==> src/rtl/instr_buffer_if.sv <==
// rtl/instr_buffer_if.sv - decode, fetch-credit and issue signals of the per-warp instruction buffer
interface instr_buffer_if #(
  parameter int NUM_WARPS = 8,
  parameter int PAYLOAD_W = 64
);
  logic [NUM_WARPS-1:0] Valid_ID0_IB;
  logic [PAYLOAD_W-1:0] Payload_ID0_IB;
  logic [NUM_WARPS-1:0] Valid_ID1_IB;
  logic [PAYLOAD_W-1:0] Payload_ID1_IB;
  logic [NUM_WARPS-1:0] Grant_RR_IB;
  logic [NUM_WARPS-1:0] Flush_SIMT_IB;
  logic [NUM_WARPS-1:0] Issue_Grant_IB;
  logic [NUM_WARPS-1:0] Req_IB_PC;
  logic [NUM_WARPS-1:0] Ready_IB_Issue;
  logic [PAYLOAD_W-1:0] Issue_Payload_IB;
  logic                 Issue_Valid_IB;
  logic                 Overflow_IB;

  modport master (
    output Valid_ID0_IB, Payload_ID0_IB, Valid_ID1_IB, Payload_ID1_IB,
    output Grant_RR_IB, Flush_SIMT_IB, Issue_Grant_IB,
    input  Req_IB_PC, Ready_IB_Issue, Issue_Payload_IB, Issue_Valid_IB, Overflow_IB
  );

  modport slave (
    input  Valid_ID0_IB, Payload_ID0_IB, Valid_ID1_IB, Payload_ID1_IB,
    input  Grant_RR_IB, Flush_SIMT_IB, Issue_Grant_IB,
    output Req_IB_PC, Ready_IB_Issue, Issue_Payload_IB, Issue_Valid_IB, Overflow_IB
  );
endinterface

==> src/rtl/instr_buffer.sv <==
// rtl/instr_buffer.sv - per-warp instruction FIFOs with dual-lane write, single pop and fetch credits
module instr_buffer #(
  parameter int NUM_WARPS = 8,
  parameter int DEPTH     = 4,
  parameter int PAYLOAD_W = 64
) (
  input logic            clk,
  input logic            rst,
  instr_buffer_if.slave  bus
);
  localparam int AW = $clog2(DEPTH);
  localparam int CW = $clog2(DEPTH) + 1;

  typedef logic [AW-1:0] ptr_t;
  typedef logic [CW-1:0] cnt_t;
  typedef logic [CW:0]   wide_t;

  localparam wide_t DEPTH_W = wide_t'(DEPTH);

  logic [PAYLOAD_W-1:0] mem [NUM_WARPS][DEPTH];

  ptr_t rd_ptr   [NUM_WARPS];
  ptr_t wr_ptr   [NUM_WARPS];
  cnt_t count    [NUM_WARPS];
  cnt_t inflight [NUM_WARPS];

  ptr_t rd_ptr_n   [NUM_WARPS];
  ptr_t wr_ptr_n   [NUM_WARPS];
  cnt_t count_n    [NUM_WARPS];
  cnt_t inflight_n [NUM_WARPS];
  ptr_t waddr0     [NUM_WARPS];
  ptr_t waddr1     [NUM_WARPS];

  logic [NUM_WARPS-1:0] wen0;
  logic [NUM_WARPS-1:0] wen1;
  logic [NUM_WARPS-1:0] drop;
  logic [NUM_WARPS-1:0] ready;
  logic [NUM_WARPS-1:0] req;
  logic [NUM_WARPS-1:0] v0_eff;
  logic [NUM_WARPS-1:0] v1_eff;
  logic                 lane0_ok;
  logic                 lane1_ok;
  logic                 overflow;

  // A lane whose valid is not one-hot writes nothing and is reported as an error
  assign lane0_ok = $onehot0(bus.Valid_ID0_IB);
  assign lane1_ok = $onehot0(bus.Valid_ID1_IB);
  assign v0_eff   = lane0_ok ? bus.Valid_ID0_IB : '0;
  assign v1_eff   = lane1_ok ? bus.Valid_ID1_IB : '0;

  always_comb begin
    for (int w = 0; w < NUM_WARPS; w++) begin
      ready[w] = (count[w] != '0);
      req[w]   = (wide_t'(count[w]) + wide_t'(inflight[w])) < DEPTH_W;
    end
  end

  always_comb begin
    wen0 = '0;
    wen1 = '0;
    drop = '0;
    for (int w = 0; w < NUM_WARPS; w++) begin
      logic  pop;
      logic  acc0;
      logic  acc1;
      wide_t free;
      wide_t base;
      wide_t arr;
      wide_t nxt;

      pop  = bus.Issue_Grant_IB[w] & ready[w];
      // Pop is applied before the writes, so a full popping warp still accepts one write
      free = DEPTH_W - wide_t'(count[w]) + wide_t'(pop);
      acc0 = v0_eff[w] & (free != '0);
      acc1 = v1_eff[w] & ((free - wide_t'(acc0)) != '0);

      base = wide_t'(inflight[w]) + wide_t'(bus.Grant_RR_IB[w]);
      arr  = wide_t'(v0_eff[w]) + wide_t'(v1_eff[w]);
      nxt  = (base > arr) ? base - arr : '0;
      if (nxt > DEPTH_W) begin
        nxt = DEPTH_W;
      end

      rd_ptr_n[w]   = rd_ptr[w] + ptr_t'(pop);
      wr_ptr_n[w]   = wr_ptr[w] + ptr_t'(acc0) + ptr_t'(acc1);
      count_n[w]    = cnt_t'(wide_t'(count[w]) - wide_t'(pop) + wide_t'(acc0) + wide_t'(acc1));
      inflight_n[w] = cnt_t'(nxt);
      waddr0[w]     = wr_ptr[w];
      waddr1[w]     = wr_ptr[w] + ptr_t'(acc0);
      wen0[w]       = acc0;
      wen1[w]       = acc1;
      drop[w]       = (v0_eff[w] & ~acc0) | (v1_eff[w] & ~acc1);

      // Flush wins over every same-cycle write, pop and grant on this warp
      if (bus.Flush_SIMT_IB[w]) begin
        rd_ptr_n[w]   = '0;
        wr_ptr_n[w]   = '0;
        count_n[w]    = '0;
        inflight_n[w] = '0;
        wen0[w]       = 1'b0;
        wen1[w]       = 1'b0;
        drop[w]       = 1'b0;
      end
    end
  end

  always_ff @(posedge clk or posedge rst) begin
    if (rst) begin
      for (int w = 0; w < NUM_WARPS; w++) begin
        rd_ptr[w]   <= '0;
        wr_ptr[w]   <= '0;
        count[w]    <= '0;
        inflight[w] <= '0;
      end
      overflow <= 1'b0;
    end else begin
      for (int w = 0; w < NUM_WARPS; w++) begin
        rd_ptr[w]   <= rd_ptr_n[w];
        wr_ptr[w]   <= wr_ptr_n[w];
        count[w]    <= count_n[w];
        inflight[w] <= inflight_n[w];
      end
      overflow <= overflow | ~lane0_ok | ~lane1_ok | (|drop);
    end
  end

  // Storage holds no reset; only pointers and counts define what is valid
  always_ff @(posedge clk) begin
    for (int w = 0; w < NUM_WARPS; w++) begin
      if (wen0[w]) begin
        mem[w][waddr0[w]] <= bus.Payload_ID0_IB;
      end
      if (wen1[w]) begin
        mem[w][waddr1[w]] <= bus.Payload_ID1_IB;
      end
    end
  end

  always_comb begin
    bus.Issue_Payload_IB = '0;
    for (int w = 0; w < NUM_WARPS; w++) begin
      if (bus.Issue_Grant_IB[w]) begin
        bus.Issue_Payload_IB = bus.Issue_Payload_IB | mem[w][rd_ptr[w]];
      end
    end
  end

  assign bus.Issue_Valid_IB = |(bus.Issue_Grant_IB & ready);
  assign bus.Ready_IB_Issue = ready;
  assign bus.Req_IB_PC      = req;
  assign bus.Overflow_IB    = overflow;
endmodule

==> src/flat_wrapper.sv <==
// flat-port wrapper written by rule: the top's interface ports become plain ports
module instr_buffer_flat 
#(
  parameter int NUM_WARPS = 8,
  parameter int DEPTH     = 4,
  parameter int PAYLOAD_W = 64
)
  (clk, rst, bus_Valid_ID0_IB, bus_Payload_ID0_IB, bus_Valid_ID1_IB, bus_Payload_ID1_IB, bus_Grant_RR_IB, bus_Flush_SIMT_IB, bus_Issue_Grant_IB, bus_Req_IB_PC, bus_Ready_IB_Issue, bus_Issue_Payload_IB, bus_Issue_Valid_IB, bus_Overflow_IB);
  instr_buffer_if #(.NUM_WARPS(NUM_WARPS), .PAYLOAD_W(PAYLOAD_W)) bus_i ();
  input logic clk;
  input logic rst;
  input wire logic [$bits(bus_i.Valid_ID0_IB)-1:0] bus_Valid_ID0_IB;
  input wire logic [$bits(bus_i.Payload_ID0_IB)-1:0] bus_Payload_ID0_IB;
  input wire logic [$bits(bus_i.Valid_ID1_IB)-1:0] bus_Valid_ID1_IB;
  input wire logic [$bits(bus_i.Payload_ID1_IB)-1:0] bus_Payload_ID1_IB;
  input wire logic [$bits(bus_i.Grant_RR_IB)-1:0] bus_Grant_RR_IB;
  input wire logic [$bits(bus_i.Flush_SIMT_IB)-1:0] bus_Flush_SIMT_IB;
  input wire logic [$bits(bus_i.Issue_Grant_IB)-1:0] bus_Issue_Grant_IB;
  output wire logic [$bits(bus_i.Req_IB_PC)-1:0] bus_Req_IB_PC;
  output wire logic [$bits(bus_i.Ready_IB_Issue)-1:0] bus_Ready_IB_Issue;
  output wire logic [$bits(bus_i.Issue_Payload_IB)-1:0] bus_Issue_Payload_IB;
  output wire logic [$bits(bus_i.Issue_Valid_IB)-1:0] bus_Issue_Valid_IB;
  output wire logic [$bits(bus_i.Overflow_IB)-1:0] bus_Overflow_IB;
  assign bus_i.Valid_ID0_IB = bus_Valid_ID0_IB;
  assign bus_i.Payload_ID0_IB = bus_Payload_ID0_IB;
  assign bus_i.Valid_ID1_IB = bus_Valid_ID1_IB;
  assign bus_i.Payload_ID1_IB = bus_Payload_ID1_IB;
  assign bus_i.Grant_RR_IB = bus_Grant_RR_IB;
  assign bus_i.Flush_SIMT_IB = bus_Flush_SIMT_IB;
  assign bus_i.Issue_Grant_IB = bus_Issue_Grant_IB;
  assign bus_Req_IB_PC = bus_i.Req_IB_PC;
  assign bus_Ready_IB_Issue = bus_i.Ready_IB_Issue;
  assign bus_Issue_Payload_IB = bus_i.Issue_Payload_IB;
  assign bus_Issue_Valid_IB = bus_i.Issue_Valid_IB;
  assign bus_Overflow_IB = bus_i.Overflow_IB;
  instr_buffer #(.NUM_WARPS(NUM_WARPS), .DEPTH(DEPTH), .PAYLOAD_W(PAYLOAD_W)) u_core (.clk(clk), .rst(rst), .bus(bus_i));
endmodule
==> config.mk <==
export PLATFORM = sky130hd
export DESIGN_NAME = instr_buffer_flat
export DESIGN_NICKNAME = d
export VERILOG_FILES = /design/src/rtl/instr_buffer_if.sv /design/src/rtl/instr_buffer.sv /design/src/flat_wrapper.sv
export SDC_FILE = /design/constraint.sdc
export NUM_CORES = 2
export LEC_CHECK = 0
export CAP_MARGIN = 40
export CORE_ASPECT_RATIO = 1.1
export CORE_MARGIN = 1
export CORE_UTILIZATION = 59
export CTS_BUF_LIST = sky130_fd_sc_hd__clkbuf_16
export DETAILED_ROUTE_END_ITERATION = 8
export PLACE_DENSITY = 0.83
export SLEW_MARGIN = 20
export SYNTH_ARGS = -nofsm -noshare
export SYNTH_HDL_FRONTEND = slang
export SYNTH_SLANG_ARGS = --single-unit
==> constraint.sdc <==
create_clock -name clk -period 21.5 [get_ports clk]
set_input_delay 2.15 -clock clk [delete_from_list [all_inputs] [get_ports clk]]
set_output_delay 2.15 -clock clk [all_outputs]
set_load 0.05 [all_outputs]
==> results.sh <==
export IMPL_antenna_found_initial=13
export IMPL_synth_avg_cell_area_sq_um=16.7
export IMPL_crit_path_frequent_cell="inv_1"
export IMPL_clock_sinks=2129
export IMPL_cts_hold_buf=0
export IMPL_grt_max_degree=46
export IMPL_root_buffer="clkbuf_16"
export IMPL_fin_setup_tns_ns=0
export IMPL_path_buf_inv=7
export IMPL_nets=6869
export IMPL_irDropWorstVdd_mv=0.145
export IMPL_min_from="u_core.count[16]"
export IMPL_clock_path_buffers=3
export IMPL_ctsResizeCount=0
export IMPL_synth_compound_area_share_pct=2.39
export IMPL_clock_skew_ns=0.0467
export IMPL_drc=0
export IMPL_crit_family="buffers and inverters"
export IMPL_synthMuxAreaShare_pct=31.8
export IMPL_ioPinCount=252
export IMPL_dpl_worst_slack_ns=12.33
export IMPL_yosys_most_used_dff="edfxtp_1"
export IMPL_holdPathStages=2
export IMPL_layout_common_cells="edfxtp_1 (2048), mux2_2 (2001), mux4_2 (513), a22oi_1 (256), clkdlybuf4s50_1 (233)"
export IMPL_syn2layout_area_growth_pct=11.8
export IMPL_max_stage_delay_ns=0.72
export IMPL_start_util_pct=59.5
export IMPL_synth_top_area_share_pct=56.0
export IMPL_drt_iter0_markers=9932
export IMPL_async_reset_ff_share_pct=3.80
export IMPL_layout_drive_gt1_share_pct=48.3
export IMPL_grt_util_met1_pct=44.1
export IMPL_crit_arrival_ns=8.90
export IMPL_period_share_pct=39.1
export IMPL_synth_top_family_by_area="multiplexers"
export IMPL_vias=66300
export IMPL_htreeDepth=4
export IMPL_power_leakage_nw=40.6
export IMPL_setup_worst_path_start="bus_Valid_ID0_IB[2]"
export IMPL_portBuffers=251
export IMPL_syn_area_sq_um=110000
export IMPL_core_sq_um=184000
export IMPL_grt_overflow=0
export IMPL_grt_pass1_wl_microns=473000
export IMPL_cts_tree="built"
export IMPL_rsz0062_at_grt="false"
export IMPL_fp_dieArea_sq_um=188000
export IMPL_setup_ws_ns=13.08
export IMPL_yosys_warnings=0
export IMPL_start_kind="input pin"
export IMPL_reg2reg_slack_ns=15.16
export IMPL_worst_path_stages=20
export IMPL_synthSimpleGateAreaFrac_pct=2.02
export IMPL_grt_util_met3_pct=8.28
export IMPL_mostFrequentLayoutCell="edfxtp_1"
export IMPL_yosys_area_top_type="edfxtp_1"
export IMPL_grt_pass1_vias=67300
export IMPL_wl_per_cell_microns=36.2
export IMPL_rr_worst_depth=17
export IMPL_met2_usage_pct=55.7
export IMPL_routed_wl_microns=330000
export IMPL_dp_hpwl_microns=199000
export IMPL_slowest_stage="buf_4"
export IMPL_ys_types=70
export IMPL_viasPerCell=7.26
export IMPL_worstSetupPathType="input pin to flip-flop"
export IMPL_dr_pass1_iters=6
export IMPL_max_slew_worst_pin_slew_ns=0.959
export IMPL_final_setup_viol_count=0
export IMPL_hold_path_end="u_core.count[16]"
export IMPL_finalMaxSlewViolations=0
export IMPL_outcome="finished clean"
export IMPL_finalHoldViolations=0
export IMPL_syn_num_nets=6900
export IMPL_ys_ff_latch=2129
export IMPL_cts_made_buffers=213
export IMPL_synth_area_leaders="edfxtp_1 (56%), mux2_2 (21%), mux4_2 (11%)"
export IMPL_maxCapViolations=0
export IMPL_cp_required_ns=21.98
export IMPL_antenna_left=0
export IMPL_synth_xor_area_share_pct=0.421
export IMPL_postCtsSetupRepairBufs=0
export IMPL_relSlewSlack_pct=36.0
export IMPL_end_kind="flip-flop"
export IMPL_synth_seq_area_share_pct=57.9
export IMPL_power_density_nw_per_um2=102
export IMPL_die_x_microns=413
export IMPL_r2r_end="u_core.mem[1][667]"
export IMPL_synthAdderAreaFrac_pct=2.09
export IMPL_gp_congestion=0.895
export IMPL_place_inst=8722
export IMPL_placementRows=165
export IMPL_synth_edf_count=2048
export IMPL_reg2reg_from="u_core.count[4]"
export IMPL_clkLatencyLatePin_ns=0.90
export IMPL_critPathMaxFanout=38
export IMPL_instances_no_fill=9120
export IMPL_die_h_microns=454
export IMPL_min_path_type="flip-flop to flip-flop"
export IMPL_final_min_clock_period_ns=8.42
export IMPL_path_clk_slew_ns=0.07
export IMPL_max_freq_mhz=119
export IMPL_grt_usage_pct=35.1
export IMPL_crit_chain="clkdlybuf4s50_1, ha_1, fa_1, inv_1, fa_1, inv_1, ha_1, inv_1, fa_1, and3b_1, nand3_1, inv_1, ha_1, nor4bb_1, nand3_1, nand4_1, nor4_2, buf_4, a21o_4, buf_4"
export IMPL_fillCellCount=11900
export IMPL_synthCells=6566
export IMPL_top_usage_layer="met2"
-- synth_stat cells, drive strengths merged, types with 8 or more instances --
master / n
a21oi: 11
nand3: 22
nand4: 69
ha: 132
nor2b: 37
nand2b: 19
o21ai: 16
and2: 12
and4: 8
dfrtp: 81
buf: 230
mux4: 513
mux2i: 8
clkbuf: 557
xor2: 27
and3: 12
nor3: 10
nand3b: 10
a22oi: 256
inv: 126
xnor2: 23
a31o: 12
nand2: 45
edfxtp: 2048
fa: 32
or3: 9
nor2: 79
mux2: 2050
nor4: 19
and4b: 11
-- cells by family (layout without fill, tap and decap cells) --
| family | Yosys count | in the layout |
|---|---|---|
| buffers and inverters | 913 | 1043 |
| and+or+nand+nor | 389 | 389 |
| other | 0 | 3 |
| xor gates and xnor gates | 51 | 51 |
| muxes | 2571 | 2571 |
| AOI/OAI and AO/OA | 349 | 349 |
| DFF | 2129 | 2129 |
| adders and majority gates | 164 | 164 |
-- worst register-to-register path: stages, from the launching register on --
cell and delay (ns):
dfrtp_1 0.44, or3_1 0.47, nand2_1 0.27, ha_1 0.25, inv_1 0.05, ha_1 0.21
and4b_1 0.20, o21ai_0 0.39, nand3_1 0.31, inv_1 0.16, ha_1 0.25, nor4bb_1 0.14
nand3_1 0.31, nand4_1 0.28, nor4_2 0.31, buf_4 0.54, a21o_4 0.54, buf_4 0.73
-- through the flow --
stage,power [mW],hold slack [ns],instance area (sq um),utilization (%)
after global routing,12.9,0.713,123000,66.5
after detailed placement,8.95,0.666,116000,62.8
after floorplan,7.68,0.583,110000,-
final,12.6,0.682,123000,66.5
after global placement,8.78,0.634,114000,61.7
after CTS,12.5,0.685,122000,66.3
-- flip-flops by register name, indices dropped and copies added (netlist names) --
register and cells:
u_core.mem 2048, u_core.bus.Overflow_IB 1, u_core.count 24, u_core.waddr0 16, u_core.rd_ptr 16, u_core.inflight 24
-- final cells by class --
cell class                 count  area [sq um]  area share [%]
clock buffer                 216          5410            4.41
clock inverter               160          1160           0.945
sequential                  2129         63600            51.8
inverter                     126           474           0.387
tap                         2421          3030            2.47
multi-input combinational   3524         43000            35.0
antenna                        3          7.51         0.00612
timing repair buffer         541          6030            4.91
-- how the worst max path moves through the flow --
stage / end / slack [ns]
finish: u_core.mem[1][667] / 13.08
floorplan: u_core.mem[0][1000] / 9.62
detailed placement: u_core.mem[1][681] / 12.33
CTS: u_core.mem[1][669] / 13.22
global placement: u_core.mem[0][275] / 12.28
global route: u_core.mem[1][663] / 12.92
-- power breakdown --
part	switching (mW)	internal, mW
registers	0.275	5.03
logic	2.09	1.59
clock network	1.62	1.96
total	3.98	8.57
-- per-layer routing --
metal	share of wire, %	wire, microns
met1	34	113000
met4	6.4	21000
met3	12	38100
met2	48	157000
met5	0.040	133
No activity file was read; power rests on OpenSTA's default activity.
